**src/rtl/exception_sequencer_pkg.sv**
```systemverilog
// COP0 exception record type plus the sequencer's shared state enum,
// ExcCode constants and default vector parameters.

package cop0_info;

    // Status register bit positions used by the exception logic
    localparam int STATUS_IE     = 0;
    localparam int STATUS_EXL    = 1;
    localparam int STATUS_ERL    = 2;
    localparam int STATUS_IM_LSB = 8;
    localparam int STATUS_BEV    = 22;

    // Registered exception record handed to COP0
    typedef struct packed {
        logic        exception_happen;
        logic [4:0]  exc_code;
        logic [31:0] epc;
        logic        in_bd;
        logic [31:0] badvaddr;
        logic        load_addr;
    } cop0_exc_data_t;

endpackage

package exception_sequencer_pkg;

    typedef enum logic [1:0] {
        ST_IDLE     = 2'd0,
        ST_FLUSH    = 2'd1,
        ST_REDIRECT = 2'd2
    } seq_state_t;

    localparam logic [4:0] EXCCODE_INT  = 5'h00;
    localparam logic [4:0] EXCCODE_ADEL = 5'h04;
    localparam logic [4:0] EXCCODE_ADES = 5'h05;
    localparam logic [4:0] EXCCODE_SYS  = 5'h08;
    localparam logic [4:0] EXCCODE_BP   = 5'h09;
    localparam logic [4:0] EXCCODE_RI   = 5'h0A;
    localparam logic [4:0] EXCCODE_CU   = 5'h0B;
    localparam logic [4:0] EXCCODE_OV   = 5'h0C;
    localparam logic [4:0] EXCCODE_TR   = 5'h0D;

    localparam logic [31:0] BEV_BASE_DEFAULT    = 32'hBFC0_0200;
    localparam logic [31:0] OFF_GENERAL_DEFAULT = 32'h0000_0180;
    localparam logic [31:0] OFF_IRQ_DEFAULT     = 32'h0000_0200;

    // Vector address: plain 32-bit wrap-around add, carry discarded
    function automatic logic [31:0] vector_pc(input logic [31:0] base,
                                              input logic [31:0] offset);
        return base + offset;
    endfunction

endpackage

```
**src/rtl/exception_sequencer_irq_synchronizer.sv**
```systemverilog
// Double-flop synchroniser for the raw interrupt lines, masked by Status.IM.

module irq_synchronizer #(
    parameter int N_IRQ = 8
) (
    input  logic             clk,
    input  logic             reset,
    input  logic [N_IRQ-1:0] irq,
    input  logic [N_IRQ-1:0] im,
    output logic [N_IRQ-1:0] irq_pending
);

    logic [N_IRQ-1:0] sync1;
    logic [N_IRQ-1:0] sync2;

    // Two-stage synchroniser chain, cleared by reset
    always_ff @(posedge clk) begin
        if (reset) begin
            sync1 <= '0;
            sync2 <= '0;
        end else begin
            sync1 <= irq;
            sync2 <= sync1;
        end
    end

    assign irq_pending = sync2 & im;

endmodule

```
**src/rtl/exception_sequencer.sv**
```systemverilog
// Prioritises synchronous exceptions, interrupts and ERET, captures the
// winner into the COP0 record, flushes the pipeline for FLUSH_CYCLES and
// then offers the redirect PC to fetch.
//
// Redirect handshake: redirect_valid rises in REDIRECT and stays high with
// redirect_pc stable until a cycle where redirect_ready is also high; that
// edge completes the transfer and the sequencer returns to IDLE. There is no
// way to withdraw a redirect other than reset.

module exception_sequencer
    import cop0_info::*;
    import exception_sequencer_pkg::*;
#(
    parameter int          N_SRC        = 4,
    parameter int          N_IRQ        = 8,
    parameter int          FLUSH_CYCLES = 2,
    parameter logic [31:0] BEV_BASE     = BEV_BASE_DEFAULT,
    parameter logic [31:0] OFF_GENERAL  = OFF_GENERAL_DEFAULT,
    parameter logic [31:0] OFF_IRQ      = OFF_IRQ_DEFAULT
) (
    input  logic                        clk,
    input  logic                        reset,
    input  logic [N_SRC-1:0]            src_valid,
    input  logic [N_SRC-1:0][4:0]       src_code,
    input  logic [N_SRC-1:0][31:0]      src_epc,
    input  logic [N_SRC-1:0]            src_in_bd,
    input  logic [N_SRC-1:0][31:0]      src_badvaddr,
    input  logic [N_SRC-1:0]            src_load_addr,
    input  logic [N_IRQ-1:0]            irq,
    input  logic [31:0]                 irq_epc,
    input  logic                        irq_in_bd,
    input  logic [31:0]                 status,
    input  logic                        cause_iv,
    input  logic [31:0]                 ebase,
    input  logic                        eret,
    input  logic [31:0]                 eret_target,
    input  logic                        redirect_ready,
    output cop0_info::cop0_exc_data_t   exc_data,
    output logic                        flush,
    output logic                        redirect_valid,
    output logic [31:0]                 redirect_pc,
    output logic                        busy,
    output logic [N_IRQ-1:0]            irq_pending,
    output seq_state_t                  state_dbg
);

    localparam int              CNT_W    = $clog2(FLUSH_CYCLES + 1);
    localparam int              SRC_W    = (N_SRC > 1) ? $clog2(N_SRC) : 1;
    localparam logic [CNT_W-1:0] CNT_LOAD = CNT_W'(FLUSH_CYCLES - 1);

    seq_state_t       state;
    seq_state_t       state_next;
    logic [CNT_W-1:0] cnt;
    logic [CNT_W-1:0] cnt_next;
    logic             accept;

    logic             src_hit;
    logic [SRC_W-1:0] win_idx;
    logic             irq_take;
    logic             take_exc;
    logic             take_irq;
    logic             take_eret;
    logic [31:0]      vec_base;
    logic [31:0]      vec_off;
    logic [31:0]      vec_pc;
    cop0_exc_data_t   cap;
    logic             unused_status;

    irq_synchronizer #(
        .N_IRQ(N_IRQ)
    ) u_irq_sync (
        .clk        (clk),
        .reset      (reset),
        .irq        (irq),
        .im         (status[STATUS_IM_LSB +: N_IRQ]),
        .irq_pending(irq_pending)
    );

    // Only a handful of Status bits matter here; fold the rest away
    assign unused_status = ^status;

    // Lowest-index valid source wins (scan from the top so index 0 lands last)
    always_comb begin
        src_hit = 1'b0;
        win_idx = '0;
        for (int i = N_SRC - 1; i >= 0; i--) begin
            if (src_valid[i]) begin
                src_hit = 1'b1;
                win_idx = SRC_W'(i);
            end
        end
    end

    // Event priority: source exception, then ERET, then interrupt.
    // An ERET beats a concurrent interrupt, leaving the interrupt pending.
    assign irq_take  = (|irq_pending) & status[STATUS_IE]
                     & ~status[STATUS_EXL] & ~status[STATUS_ERL];
    assign take_exc  = src_hit;
    assign take_eret = ~src_hit & eret;
    assign take_irq  = ~src_hit & ~eret & irq_take;

    // Vector target and exception record for the current winner
    always_comb begin
        vec_base = status[STATUS_BEV] ? BEV_BASE : ebase;
        vec_off  = (take_irq && cause_iv) ? OFF_IRQ : OFF_GENERAL;
        vec_pc   = vector_pc(vec_base, vec_off);
        cap      = '0;
        cap.exception_happen = 1'b1;
        if (take_exc) begin
            cap.exc_code  = src_code[win_idx];
            cap.epc       = src_epc[win_idx];
            cap.in_bd     = src_in_bd[win_idx];
            cap.badvaddr  = src_badvaddr[win_idx];
            cap.load_addr = src_load_addr[win_idx];
        end else begin
            // Interrupts never update BadVAddr, so its value is left zero
            cap.exc_code  = EXCCODE_INT;
            cap.epc       = irq_epc;
            cap.in_bd     = irq_in_bd;
        end
    end

    // Sequencer state and flush counter register
    always_ff @(posedge clk) begin
        if (reset) begin
            state <= ST_IDLE;
            cnt   <= '0;
        end else begin
            state <= state_next;
            cnt   <= cnt_next;
        end
    end

    // Next-state logic: accept in IDLE, count down the flush, hold redirect
    always_comb begin
        state_next = state;
        cnt_next   = cnt;
        accept     = 1'b0;
        case (state)
            ST_IDLE: begin
                if (take_exc || take_irq || take_eret) begin
                    accept     = 1'b1;
                    state_next = ST_FLUSH;
                    cnt_next   = CNT_LOAD;
                end
            end
            ST_FLUSH: begin
                if (cnt == '0) begin
                    state_next = ST_REDIRECT;
                end else begin
                    cnt_next = cnt - 1'b1;
                end
            end
            ST_REDIRECT: begin
                if (redirect_ready) begin
                    state_next = ST_IDLE;
                end
            end
            default: begin
                state_next = ST_IDLE;
                cnt_next   = '0;
            end
        endcase
    end

    // Registered outputs, decoded from the next state so they align with it
    always_ff @(posedge clk) begin
        if (reset) begin
            exc_data       <= '0;
            flush          <= 1'b0;
            redirect_valid <= 1'b0;
            redirect_pc    <= '0;
            busy           <= 1'b0;
        end else begin
            flush          <= (state_next != ST_IDLE);
            busy           <= (state_next != ST_IDLE);
            redirect_valid <= (state_next == ST_REDIRECT);
            exc_data.exception_happen <= 1'b0;
            if (accept) begin
                if (take_eret) begin
                    redirect_pc <= eret_target;
                end else begin
                    redirect_pc <= vec_pc;
                    exc_data    <= cap;
                end
            end
        end
    end

    assign state_dbg = state;

endmodule
```
**config.mk**
```make
export PLATFORM = sky130hd
export DESIGN_NAME = exception_sequencer
export DESIGN_NICKNAME = d
export VERILOG_FILES = /design/src/rtl/exception_sequencer_pkg.sv /design/src/rtl/exception_sequencer_irq_synchronizer.sv /design/src/rtl/exception_sequencer.sv
export SDC_FILE = /design/constraint.sdc
export NUM_CORES = 1
export LEC_CHECK = 0
export CAP_MARGIN = 20
export CORE_AREA = 2 2 214 216
export DETAILED_ROUTE_END_ITERATION = 8
export DIE_AREA = 0 0 216 218
export SETUP_SLACK_MARGIN = 0.4
export SYNTH_ARGS = -nofsm -noshare
export SYNTH_HDL_FRONTEND = slang
export SYNTH_HIERARCHICAL = 1
export SYNTH_SLANG_ARGS = --single-unit
```
**constraint.sdc**
```tcl
create_clock -name clk -period 3.1 [get_ports clk]
set_input_delay 0.465 -clock clk [delete_from_list [all_inputs] [get_ports clk]]
set_output_delay 0.465 -clock clk [all_outputs]
set_load 0.1 [all_outputs]
```
Word level (Yosys, flattened, before mapping)
Cells that the tools add are included.

storage, ports and cells
  flip-flop bits (word level) = 126
  output and inout port bits = 117

operators by class
  add/sub/neg operators = 2
  order comparisons = 1
  eq/ne operators = 5
  mux-type cells = 33
  bitwise gates (word level) = 14
  reductions and logical operators = 10

operators by type and width
  cell                  number
  $bmux W32 S2          2
  $mux W32              4
  $mux W72              1
  $mux W38              1
  $mux W33              1
  $add A32 B10 Y32      1
  $mux W2               9
  $pmux W2 S3           2
  $bmux W5 S2           1
  $mux W10              1
  $and A8 B8 Y8         1
  $mux W1               8
  $reduce_or A8 Y1      1
  $not A1 Y1            7
  $and A1 B1 Y1         6
  $mux W5               1
  $bmux W1 S2           2
  $eq A2 B2 Y1 const B  2
  $logic_not A2 Y1      2
  $ne A2 B2 Y1 const B  2
  $lt A2 B3 Y1 const B  1
  $reduce_and A3 Y1     1
  $eq A2 B1 Y1 const B  1
  $logic_or A1 B1 Y1    2
  other kinds (5)       5

Depth between registers and ports, before layout
  word-level depth = 13
  mapped depth = 12
  mapped depth without buffers = 12

Modules after synthesis
Netlist, hierarchy kept.

by module, submodules not included
  module               times used  cells an instance  area each (µm²)
  exception_sequencer  1           723                6895.4
  irq_synchronizer     1           41                 514.2

Worst setup path before layout
Ideal clock, no wire load.

  path type = input port to flip-flop
  start = input status[9]
  end = register redirect_pc[27]
  setup time = 0.071 ns
  arrival = 3.786 ns
  data required time = 3.029 ns
  setup slack = -0.758 ns
  stages = 12
  cells stage by stage = and2_1 > nor4_1 > a21oi_1 > and3_1 > inv_1 > ha_1 > fa_1 > a21o_1 > and4_1 > nand3_1 > or3b_2 > a21oi_1

between the ends
  cells in the longest elaborated chain, start to end = 10
  elaborated cells on any way between the ends = 14
  classes of those cells = add/sub: 1; mux: 4; bitwise: 5; reduce/logical: 4

ends and longest elaborated chain
  element                                                           line                                                       text
  from (decl)                                                       exception_sequencer.sv:32                                  input logic [31:0] status,
  $and A8 B8 Y8 (*)                                                 exception_sequencer_irq_synchronizer.sv:27                 assign irq_pending = sync2 & im;
  $reduce_or A8 Y1 (*)                                              exception_sequencer.sv:96                                  assign irq_take = (|irq_pending) & status[STATUS_IE]
  $and A1 B1 Y1 (*)                                                 exception_sequencer.sv:96
  $and A1 B1 Y1 (*) (2 in series)                                   exception_sequencer.sv:97                                  & ~status[STATUS_EXL] & ~status[STATUS_ERL];
  $and A1 B1 Y1 (*)                                                 exception_sequencer.sv:100                                 assign take_irq = ~src_hit & ~eret & irq_take;
  $logic_and A1 B1 Y1 / $logic_or A1 B1 Y1 (equally long branches)  exception_sequencer.sv:105, exception_sequencer.sv:141
  $mux W10 / $logic_or A1 B1 Y1 (equally long branches)             exception_sequencer.sv:105, exception_sequencer.sv:141
  $add A32 B10 Y32 / $mux W1 (equally long branches)                exception_sequencer_pkg.sv:50, exception_sequencer.sv:141
  $mux W32 / $mux W1 (equally long branches)                        exception_sequencer.sv:180, exception_sequencer.sv:139
  to (signal assigned)                                              exception_sequencer.sv:181                                 redirect_pc <= eret_target;
  to (signal assigned)                                              exception_sequencer.sv:183                                 redirect_pc <= vec_pc;
  to (decl)                                                         exception_sequencer.sv:41                                  output logic [31:0] redirect_pc,

Every way passes the cells marked *; elsewhere a longest branch is shown, timed or not.
A chain may end at the register's enable or synchronous reset.

Final worst setup path
  start = input status[2]
  end = register redirect_pc[31]

between the ends
  cells in the longest elaborated chain, start to end = 7
  elaborated cells on any way between the ends = 11
  classes of those cells = add/sub: 1; mux: 4; bitwise: 3; reduce/logical: 3

ends and longest elaborated chain
  element                                                           line
  $not A1 Y1 (*)                                                    exception_sequencer.sv:97
  $and A1 B1 Y1 (*)                                                 exception_sequencer.sv:97
  $and A1 B1 Y1 (*)                                                 exception_sequencer.sv:100
  $logic_and A1 B1 Y1 / $logic_or A1 B1 Y1 (equally long branches)  exception_sequencer.sv:105, exception_sequencer.sv:141
  $mux W10 / $logic_or A1 B1 Y1 (equally long branches)             exception_sequencer.sv:105, exception_sequencer.sv:141
  $add A32 B10 Y32 / $mux W1 (equally long branches)                exception_sequencer_pkg.sv:50, exception_sequencer.sv:141
  $mux W32 / $mux W1 (equally long branches)                        exception_sequencer.sv:180, exception_sequencer.sv:139

Marked as above.

==> out/metrics.cfg <==
[route]
drt_iter0_markers = 475
drc = 0
wl_microns = 37540
first_pass_iters = 6
routedWlPerCell_microns = 19.56
viasPerCell = 4.500
vias = 8635
detail-route-antenna-nets = 0

[floorplan]
pin_count = 547
die_w_microns = 216
fp.dieH_microns = 218
dieArea_sq_mm = 0.04709
coreArea_sq_mm = 0.04489
start_util = 0.1651
core.rowCount = 78

[cells_and_area]
design_area_sq_mm = 0.01420
nFillCells = 4663
areaGrowthSynthToFinish_pct = 91.66
drive_above_1_share = 0.2731
final_net_count = 1740
layout.cells.most_common = clkdlybuf4s50_1
layout_common_cells = 393 x clkdlybuf4s50_1, 174 x buf_4, 124 x dfxtp_1

[timing]
hold_viol = 0
fin_crit_ps = 2710
finalClockSkew_ps = 11.35
setup_ws_ps = 389.7
max_clock_freq_mhz = 369.0
setup_viol = 0
tightestPinTransition_ps = 1021
slew_headroom = 0.3194
rsz0062_at_grt = yes
post-route-period-util = 0.8743
maxSlewViolCount = 0

[global_route]
grt_pass1_vias = 8948
grt.overflow.total = 0
grt_pass1_wl_microns = 54370
track_usage = 0.1534
antenna_found_initial = 1
grt_max_degree = 62

[clock_tree]
clk_latency_ps = 430
path_clk_slew_ps = 60
cts.sinks = 126
cts_root_buf = clkbuf_16
clockBufferDepth = 2
cts_buffers = 17
cts_tree = yes
h-tree-depth = 4
hold_buffers = 0

[critical_path]
crit_path_end_kind = flop
crit_type = in -> reg
path_max_fanout = 5
rr_startpoint = u_irq_sync/sync2[1]
crit_start = status[2]
cp.required_ps = 3430
r2r_cells = 13
cp_data_arrival_time_ps = 3040
start_kind = input port

[logic_synthesis]
netlist_area_sq_mm = 0.007410
synth_warnings = 6
synth_flop_cell = dfxtp_1
netlist_top_cells_area = dfxtp_1 34%, mux4_2 22%, a21oi_1 5.8%, a22oi_1 3.9%, nor2_1 3.6%
synthCells = 764
synth_area_per_cell_sq_um = 9.698
synth_cell_types = 64
synth_nets = 1199
netlist.area_leader.share = 0.3404
synth_top_area_cell = dfxtp_1
yosysSeqAreaShare = 0.3404
synth-edff-count = 0
synth-seq-cells = 126
ys_async_sr_fraction = 0

[place]
post_dp_cell_area_sq_mm = 0.01340
routabilityCongestion = 0.8488
dp_slack_ps = -444.8
io_buffers = 526
detailed_place_hpwl_microns = 30150

[hold_path]
hold_path_depth = 1
worstHoldStart = u_irq_sync/sync1[5]
hp-class = reg -> reg

[power_and_ir_drop]
power.total_w = 0.009960
powerDensity_mw_per_mm2 = 701.4
peakVddDrop_v = 0.0004961
power_leakage_nw = 5.423

[run_status]
outcome = completed

[job]
drv_cap = 0

==> power by group <==
group          internal [W]  switching [W]  leakage [nW]
registers           0.00201       0.000236          1.05
logic               0.00165        0.00408          4.11
clock network       0.00117       0.000823         0.267
total               0.00482        0.00514          5.42
==> final timing paths <==
check / endpoint / slack, ps
hold / removal: u_irq_sync/sync2[5] / 440
hold reg to reg: u_irq_sync/sync2[5] / 440
setup reg to reg: redirect_pc[31] / 430
setup / recovery: redirect_pc[31] / 390
==> metrics by stage <==
stage                       util  setup TNS [ps]  cells  hold slack [ps]
after floorplan                -               0    764            414.8
after global placement    0.2985           -6056   1876            426.0
after detailed placement  0.2985           -7203   1876            425.5
after CTS                 0.3137               0   1913            448.5
after global routing      0.3163               0   1918            463.0
final                     0.3163               0   1919            442.9
==> cell type report <==
cell class                      count  area, sq um  share of cell area
Timing Repair Buffer              591         5549              0.3907
Multi-Input combinational cell    561         4763              0.3354
Sequential cell                   126         2525              0.1778
Tap cell                          600        750.7             0.05286
Clock buffer                       20        466.7             0.03286
Clock inverter                     12        111.4            0.007841
Inverter                            8        32.53            0.002291
Antenna cell                        1        2.502           0.0001762
==> repair_timing <==
| action | in CTS | in global routing |
|---|---|---|
| resized for setup | 24 | 25 |
| buffers inserted | 5 | 5 |
| endpoints found under the setup margin | 22 | 20 |
| pin swaps | 18 | 20 |
==> cells in the mapped netlist (2+ instances only) <==
library cell,n
dfxtp_1,126
a21oi_1,86
mux4_2,71
nor2_1,71
nand2_1,58
o21ai_0,47
a22oi_1,38
clkbuf_1,36
nor3_1,23
buf_2,18
a211oi_1,12
nor2b_1,11
a221oi_1,10
buf_6,9
nand3_1,9
xnor2_1,9
and2_1,8
inv_1,8
nor4_1,8
nand4_1,7
nor2b_2,7
nor3b_1,7
and2b_2,6
and4_1,5
nand2b_1,5
a311oi_1,4
and3_1,4
buf_1,4
ha_1,4
or2_2,4
a31oi_1,3
or3_1,3
or4_1,3
a21o_1,2
buf_4,2
nand3b_1,2
o211a_1,2
o2bb2ai_1,2
o31a_1,2
o31ai_1,2
o32ai_1,2
or3b_2,2
==> metal layers <==
layer	wire [microns]	share of wire	up-vias	global-route usage
li1	-	-	3993	-
met5	13	0.00035	-	0
met4	811	0.022	2	0.04635
met3	2456	0.065	43	0.03654
met1	15430	0.41	4177	0.1882
met2	18830	0.50	420	0.2657
==> sequential cells by signal, indices dropped and copies added, names as in the netlist <==
register	count
state_dbg	2
redirect_pc	32
exc_data	72
redirect_valid	1
u_irq_sync/sync1	8
u_irq_sync/sync2	8
busy	1
cnt	2
==> critical path: stages <==
cell	delay, ps
dlygate4sd2_1	230
or3b_4	400
a21oi_2	130
and3_4	230
inv_4	50
ha_4	160
fa_2	410
a21o_1	200
buf_6	130
nand4_1	140
nor3_2	70
xnor2_1	130
a311oi_1	270
==> kinds of logic (layout without fill, tap and decap cells) <==
group	count (synthesis)	count (layout)	share of synthesized area
AOI/OAI and AO/OA	224	224	0.1912
xor gates and xnor gates	10	10	0.01182
DFF	126	126	0.3404
adders and majority gates	5	5	0.009457
muxes	73	73	0.2187
other	0	1	0
buffers and inverters	77	631	0.05218
and+or+nand+nor	249	249	0.1763
Power figures use the tool's default switching activity.
